`src/rtl/lcd_pkg.sv`:
```
// Shared definitions for the HD44780 time writer: state encoding, LCD command
// codes and character constants.
package lcd_pkg;

    typedef enum logic [3:0] {
        StPwrWait,
        StFuncSet,
        StDispOn,
        StEntry,
        StClear,
        StAddr,
        StChar0,
        StChar1,
        StChar2,
        StChar3,
        StChar4,
        StChar5,
        StChar6,
        StChar7,
        StIdle
    } lcd_state_e;

    localparam logic [7:0] CMD_FUNC_SET = 8'h38;  // 8-bit bus, 2 lines, 5x8 font
    localparam logic [7:0] CMD_DISP_ON  = 8'h0C;  // display on, cursor off
    localparam logic [7:0] CMD_ENTRY    = 8'h06;  // increment, no shift
    localparam logic [7:0] CMD_CLEAR    = 8'h01;
    localparam logic [7:0] CMD_SET_ADDR = 8'h80;  // OR'd with DDRAM address

    localparam logic [7:0] CH_COLON = 8'h3A;
    localparam logic [7:0] CH_SPACE = 8'h20;

    // States that occupy one timed bus step
    function automatic logic is_step(lcd_state_e s);
        return (s != StPwrWait) && (s != StIdle);
    endfunction

endpackage

```
`src/rtl/lcd_step_strobe.sv`:
```
// Bus step timer: counts k = 0..STEP_CYC-1 while a step state is active and
// produces a registered enable strobe high for k = 1..STEP_CYC-2.
module lcd_step_strobe #(
    parameter int unsigned STEP_CYC = 4
) (
    input  logic CLK,
    input  logic RESETN,
    input  logic step_en,
    output logic lcd_e,
    output logic step_last
);

    localparam int unsigned KW = (STEP_CYC > 2) ? $clog2(STEP_CYC) : 1;
    localparam logic [KW-1:0] KLast   = KW'(STEP_CYC - 1);
    localparam logic [KW-1:0] KHiLast = KW'(STEP_CYC - 2);

    logic [KW-1:0] k_q, k_d;
    logic          e_q, e_d;

    assign step_last = step_en && (k_q == KLast);
    assign lcd_e     = e_q;

    // Next step count; wraps to 0 at the step boundary so back-to-back steps restart cleanly
    always_comb begin
        k_d = '0;
        if (step_en && !step_last) begin
            k_d = k_q + KW'(1);
        end
        e_d = (k_d != '0) && (k_d <= KHiLast);
    end

    // Step counter and strobe registers
    always_ff @(posedge CLK or negedge RESETN) begin
        if (!RESETN) begin
            k_q <= '0;
            e_q <= 1'b0;
        end else begin
            k_q <= k_d;
            e_q <= e_d;
        end
    end

endmodule

```
`src/rtl/lcd_time_writer.sv`:
```
// Writes "HH:MM:SS" to line 1 of an HD44780-style LCD once per refresh frame.
// Optional feature macro COLON_BLINK_EN: colons alternate ':'/' ' on successive frames.
module lcd_time_writer
    import lcd_pkg::*;
#(
    parameter int unsigned POWER_CYC   = 10,
    parameter int unsigned STEP_CYC    = 4,
    parameter int unsigned REFRESH_CYC = 20,
    parameter int unsigned COL_OFFSET  = 4
) (
    input  logic       CLK,
    input  logic       RESETN,
    input  logic [7:0] in_H10,
    input  logic [7:0] in_H1,
    input  logic [7:0] in_M10,
    input  logic [7:0] in_M1,
    input  logic [7:0] in_S10,
    input  logic [7:0] in_S1,
    output logic       LCD_E,
    output logic       LCD_RS,
    output logic       LCD_RW,
    output logic [7:0] LCD_DATA,
    output logic       frame_done
);

    localparam int unsigned WaitMax = (POWER_CYC > REFRESH_CYC) ? POWER_CYC : REFRESH_CYC;
    localparam int unsigned WaitW   = $clog2(WaitMax + 1);

    lcd_state_e       state_q, state_d;
    logic [WaitW-1:0] wait_q, wait_d;
    logic             rs_q, rs_d;
    logic [7:0]       data_q, data_d;
    logic             fd_q, fd_d;
    logic [5:0][7:0]  digits_q;  // [0]=H10 .. [5]=S1
    logic             snap;
    logic             step_en;
    logic             step_last;
    logic [7:0]       colon_ch;

    assign step_en = is_step(state_q);

    lcd_step_strobe #(
        .STEP_CYC (STEP_CYC)
    ) u_strobe (
        .CLK       (CLK),
        .RESETN    (RESETN),
        .step_en   (step_en),
        .lcd_e     (LCD_E),
        .step_last (step_last)
    );

`ifdef COLON_BLINK_EN
    logic blink_q;

    // Frame parity: flips once per completed frame
    always_ff @(posedge CLK or negedge RESETN) begin
        if (!RESETN) begin
            blink_q <= 1'b0;
        end else if (fd_q) begin
            blink_q <= ~blink_q;
        end
    end

    assign colon_ch = blink_q ? CH_SPACE : CH_COLON;
`else
    assign colon_ch = CH_COLON;
`endif

    // Sequencer next state; wait counter only runs in the two timed wait states
    always_comb begin
        state_d = state_q;
        wait_d  = '0;
        unique case (state_q)
            StPwrWait: begin
                if (wait_q == WaitW'(POWER_CYC - 1)) state_d = StFuncSet;
                else                                  wait_d  = wait_q + WaitW'(1);
            end
            StFuncSet: if (step_last) state_d = StDispOn;
            StDispOn:  if (step_last) state_d = StEntry;
            StEntry:   if (step_last) state_d = StClear;
            StClear:   if (step_last) state_d = StAddr;
            StAddr, StChar0, StChar1, StChar2, StChar3, StChar4, StChar5, StChar6: begin
                if (step_last) state_d = lcd_state_e'(state_q + 4'd1);
            end
            StChar7:   if (step_last) state_d = StIdle;
            StIdle: begin
                if (wait_q == WaitW'(REFRESH_CYC - 1)) state_d = StAddr;
                else                                    wait_d  = wait_q + WaitW'(1);
            end
            default:   state_d = StPwrWait;
        endcase
    end

    // Bus values for the state being entered, so RS/DATA are valid from k=0
    always_comb begin
        rs_d   = 1'b0;
        data_d = data_q;
        unique case (state_d)
            StFuncSet: data_d = CMD_FUNC_SET;
            StDispOn:  data_d = CMD_DISP_ON;
            StEntry:   data_d = CMD_ENTRY;
            StClear:   data_d = CMD_CLEAR;
            StAddr:    data_d = CMD_SET_ADDR | 8'(COL_OFFSET);
            StChar0:   begin rs_d = 1'b1; data_d = digits_q[0]; end
            StChar1:   begin rs_d = 1'b1; data_d = digits_q[1]; end
            StChar2:   begin rs_d = 1'b1; data_d = colon_ch;    end
            StChar3:   begin rs_d = 1'b1; data_d = digits_q[2]; end
            StChar4:   begin rs_d = 1'b1; data_d = digits_q[3]; end
            StChar5:   begin rs_d = 1'b1; data_d = colon_ch;    end
            StChar6:   begin rs_d = 1'b1; data_d = digits_q[4]; end
            StChar7:   begin rs_d = 1'b1; data_d = digits_q[5]; end
            default:   ;
        endcase
        fd_d = (state_d == StIdle) && (state_q != StIdle);
        snap = (state_d == StAddr) && (state_q != StAddr);
    end

    // State, bus and snapshot registers
    always_ff @(posedge CLK or negedge RESETN) begin
        if (!RESETN) begin
            state_q  <= StPwrWait;
            wait_q   <= '0;
            rs_q     <= 1'b0;
            data_q   <= 8'h00;
            fd_q     <= 1'b0;
            digits_q <= {6{CH_SPACE}};
        end else begin
            state_q <= state_d;
            wait_q  <= wait_d;
            rs_q    <= rs_d;
            data_q  <= data_d;
            fd_q    <= fd_d;
            if (snap) digits_q <= {in_S1, in_S10, in_M1, in_M10, in_H1, in_H10};
        end
    end

    assign LCD_RS     = rs_q;
    assign LCD_RW     = 1'b0;
    assign LCD_DATA   = data_q;
    assign frame_done = fd_q;

endmodule
```
`config.mk`:
```
export PLATFORM = sky130hd
export DESIGN_NAME = lcd_time_writer
export DESIGN_NICKNAME = d
export VERILOG_FILES = /design/src/rtl/lcd_pkg.sv /design/src/rtl/lcd_step_strobe.sv /design/src/rtl/lcd_time_writer.sv
export SDC_FILE = /design/constraint.sdc
export NUM_CORES = 1
export LEC_CHECK = 0
export BUFFER_PORTS_ARGS = -buffer_cell sky130_fd_sc_hd__buf_2
export CORE_MARGIN = 2
export CORE_UTILIZATION = 60
export CTS_CLUSTER_SIZE = 25
export DETAILED_ROUTE_END_ITERATION = 16
export PLACE_DENSITY = 0.93
export SLEW_MARGIN = 15
export SYNTH_ARGS = -nofsm -noshare
export SYNTH_HDL_FRONTEND = slang
export SYNTH_SLANG_ARGS = --single-unit
```
`constraint.sdc`:
```
create_clock -name CLK -period 5.1 [get_ports CLK]
set_input_delay 0 -clock CLK [delete_from_list [all_inputs] [get_ports CLK]]
set_output_delay 0 -clock CLK [all_outputs]
set_load 0.01 [all_outputs]
```
==> flow_summary.yaml <==
power:
  vdd_drop_max_mv: 0.221
  switching_power_uw: 284
  power_uw: 1200
  intPower_uw: 916
  p_clk_share_pct: 42.2
  p_seq_share_pct: 49.7
  p_per_area_nw_per_um2: 247
  cellLeakagePower_uw: 0.00219
  p_comb_share_pct: 8.1
  p_sw_share_pct: 23.6
cells_and_area:
  drive_gt1_share_pct: 34.7
  area_growth_pct: 23.5
  multi_input_area_sq_um: 1950
  layout.nets: 483
  seq_area_sq_um: 1760
  insertedDiodeCount: 0
  filler_cell_count: 350
clock_tree:
  cts_resized: 0
  clockRootBuffer: "clkbuf_8"
  htreeDepth: 3
  clock-sinks: 70
  clock_path_buffers: 2
  cts_tree: "yes"
  clk_pin_slew_ps: 80
  numCtsBuffers: 9
  clk_latency_ps: 360
detailed_routing:
  viasPerCell: 6.46
  wirelength_mm: 11.0
  drtAntennaViolNets: 0
  first_pass_iters: 5
  drt_iter0_markers: 363
  vias: 3268
  drc: 0
  wl_per_cell_microns: 21.7
timing:
  finalCritPeriodShare_pct: 90.2
  hold_viol_final: 0
  setup-violations-final: 0
  finalSetupTns_ps: 0
  slew_viol_final: 0
  rsz0062_at_grt: "no"
  period_minus_slack_ps: 4600
  clock_skew_ps: 15.6
  whs_ps: 357
  slew_headroom_pct: 29.5
  tightest_slew_ps: 1060
  max_freq_ghz: 0.217
critical_path:
  critPathLaunchType: "flip-flop"
  cp-end-kind: "flip-flop"
  crit_required_ps: 5330
  critPathMaxStageDelay_ps: 870
  crit_arrival_ps: 4830
  cp_max_fo: 48
  worstSetupPathType: "flip-flop to flip-flop"
  r2r_slack_ps: 500
  cp_slowest_cell: "nand4_4"
  cp_cell_sequence: "inv_1, ha_1, or3b_4, and3_4, inv_1, ha_1, a32o_1, a32oi_2, and2_2, inv_2, nand4_4, mux2_4"
synthesis:
  synthArstFlopShare_pct: 100
  synth_top_area_share_pct: 40.8
  yosysMostFrequentCell: "dfrtp_1"
  synth_seq_area_share_pct: 44.8
  syn_area_per_cell_sq_um: 12.0
  ys_ff_latch: 70
  synthesis.area_sq_um: 3930
  synthesis.nets: 387
  synthTopCellsByCount: "64 x dfrtp_1, 29 x mux2_2, 20 x mux2_4, 16 x nand3_1, 14 x nor2_1"
  synth.area.top_cells: "dfrtp_1 41%, mux2_2 8.3%, mux2_4 7.6%"
  synth.distinct_cells: 74
  yosysWarnings: 0
  synth_cells: 328
  yosysTopAreaCell: "dfrtp_1"
  synth_edf_count: 0
  synthFlopType: "dfrtp_1"
outcome:
  status: "finished clean"
global_routing:
  gr-total-overflow: 0
  grt_pass1_wl_mm: 17.8
  grt_usage_pct: 32.3
  grt_pass1_vias: 3318
  antenna_found_initial: 0
  grt_max_degree: 71
die:
  start_util_pct: 61.8
  fp-row-count: 29
  die_h_microns: 84.9
  coreArea_sq_um: 6350
  pin_count: 62
  fp.dieW_microns: 84.9
  dieArea_sq_um: 7210
placement:
  hpwl_mm: 6.03
  port_buffers: 60
  routabilityCongestion: 0.935
min_path:
  hp-class: "primary input to async pin"
flow_run:
  drv_cap: 0
## sequential cells by signal (all words and copies together) (netlist names)
signal and count:
LCD_DATA 8, LCD_RS 1, digits_q 48, frame_done 1
state_q 4, u_strobe.k_q 2, u_strobe.lcd_e 1, wait_q 5
## power groups by stage
stage / logic, uW / registers [uW] / clock network, uW
floorplan: 26.1 / 599 / 0
global placement: 61.1 / 603 / 0
detailed placement: 64.3 / 604 / 0
CTS: 93.2 / 594 / 488
global route: 105 / 597 / 530
finish: 97.2 / 597 / 506
## critical path: cells and delay by family (launching register included)
family	cells	cell delay, ps
buffers and inverters	3	620
AOI/OAI and AO/OA	2	240
and+or+nand+nor	4	1840
DFF	1	480
adders and majority gates	2	630
muxes	1	620
## path summary, 6_finish.rpt
path	startpoint	end	depth (start not counted)
worst max register to register	state_q[1]	digits_q[7]	12
worst max-delay path	state_q[1]	digits_q[7]	12
worst min-delay path	RESETN	u_strobe.lcd_e	3
min in group CLK	in_M10[3]	digits_q[19]	3
worst min register to register	wait_q[0]	wait_q[0]	1
max in group asynchronous	RESETN	digits_q[3]	3
## cell usage in the layout, fill, tap and decap left out, types with 2 or more instances in the layout
cell type,n
mux2_4,20
nor3b_1,4
and3_1,4
mux2i_1,3
o22ai_1,4
nor2_1,14
dfstp_2,6
a211o_1,4
a22oi_1,3
o31ai_1,3
a211oi_1,3
nand3_1,16
and2_1,3
nand4bb_1,2
buf_2,60
mux2_2,29
dlygate4sd3_1,49
xnor2_1,2
a21oi_1,12
nor3_1,5
o41ai_1,2
nand2_1,10
o211ai_1,5
nand3b_1,2
o21ai_0,8
nand4_1,4
bufinv_16,2
clkbuf_1,3
a32o_1,2
xor2_1,4
inv_1,7
clkbuf_8,9
a31oi_1,4
dfrtp_1,64
ha_1,9
inv_2,3
a311o_1,3
o32a_1,2
## layout make-up
type | count | share of cell area, %
inverters | 10 | 0.774
repair buffers | 110 | 16.5
clock buffers | 12 | 2.79
multi-input cells | 223 | 40.2
clock inverters | 4 | 1.50
well taps | 77 | 1.99
flip-flops and latches | 70 | 36.3
## per-stage QoR
stage,setup slack [ps],area [sq um],utilization (%),instances
3_5_place_dp,701,4150,65.4,441
2_1_floorplan,1840,3930,-,328
4_1_cts,679,4850,76.4,506
3_3_place_gp,915,4150,65.4,441
5_1_grt,313,4850,76.4,506
6_report,499,4850,76.4,506
## metal layers
metal / up-vias / track usage, % / part of all wire, %
met2: 215 / 55.6 / 51
li1: 1421 / - / -
met3: 42 / 6.03 / 7.6
met4: 0 / 11.7 / 3.8
met5: - / 0 / 0
met1: 1590 / 40.8 / 37
## timing repair
item                      4_1_cts  5_1_grt
hold buffers                   49        0
buffers inserted                0        0
hold endpoints to repair      112        0
## cells by family after synthesis
logic type | count (synthesis) | synth area share (%)
AND/OR/NAND/NOR | 76 | 11.8
buffers and inverters | 35 | 5.54
XOR/XNOR | 6 | 1.34
adder cells (fa/ha/maj) | 9 | 2.87
multiplexers | 52 | 16.7
other | 1 | 0.0955
AO/OA/AOI/OAI | 79 | 16.9
flip-flops | 70 | 44.8
Note: power is estimated with default switching activity, not from simulation.
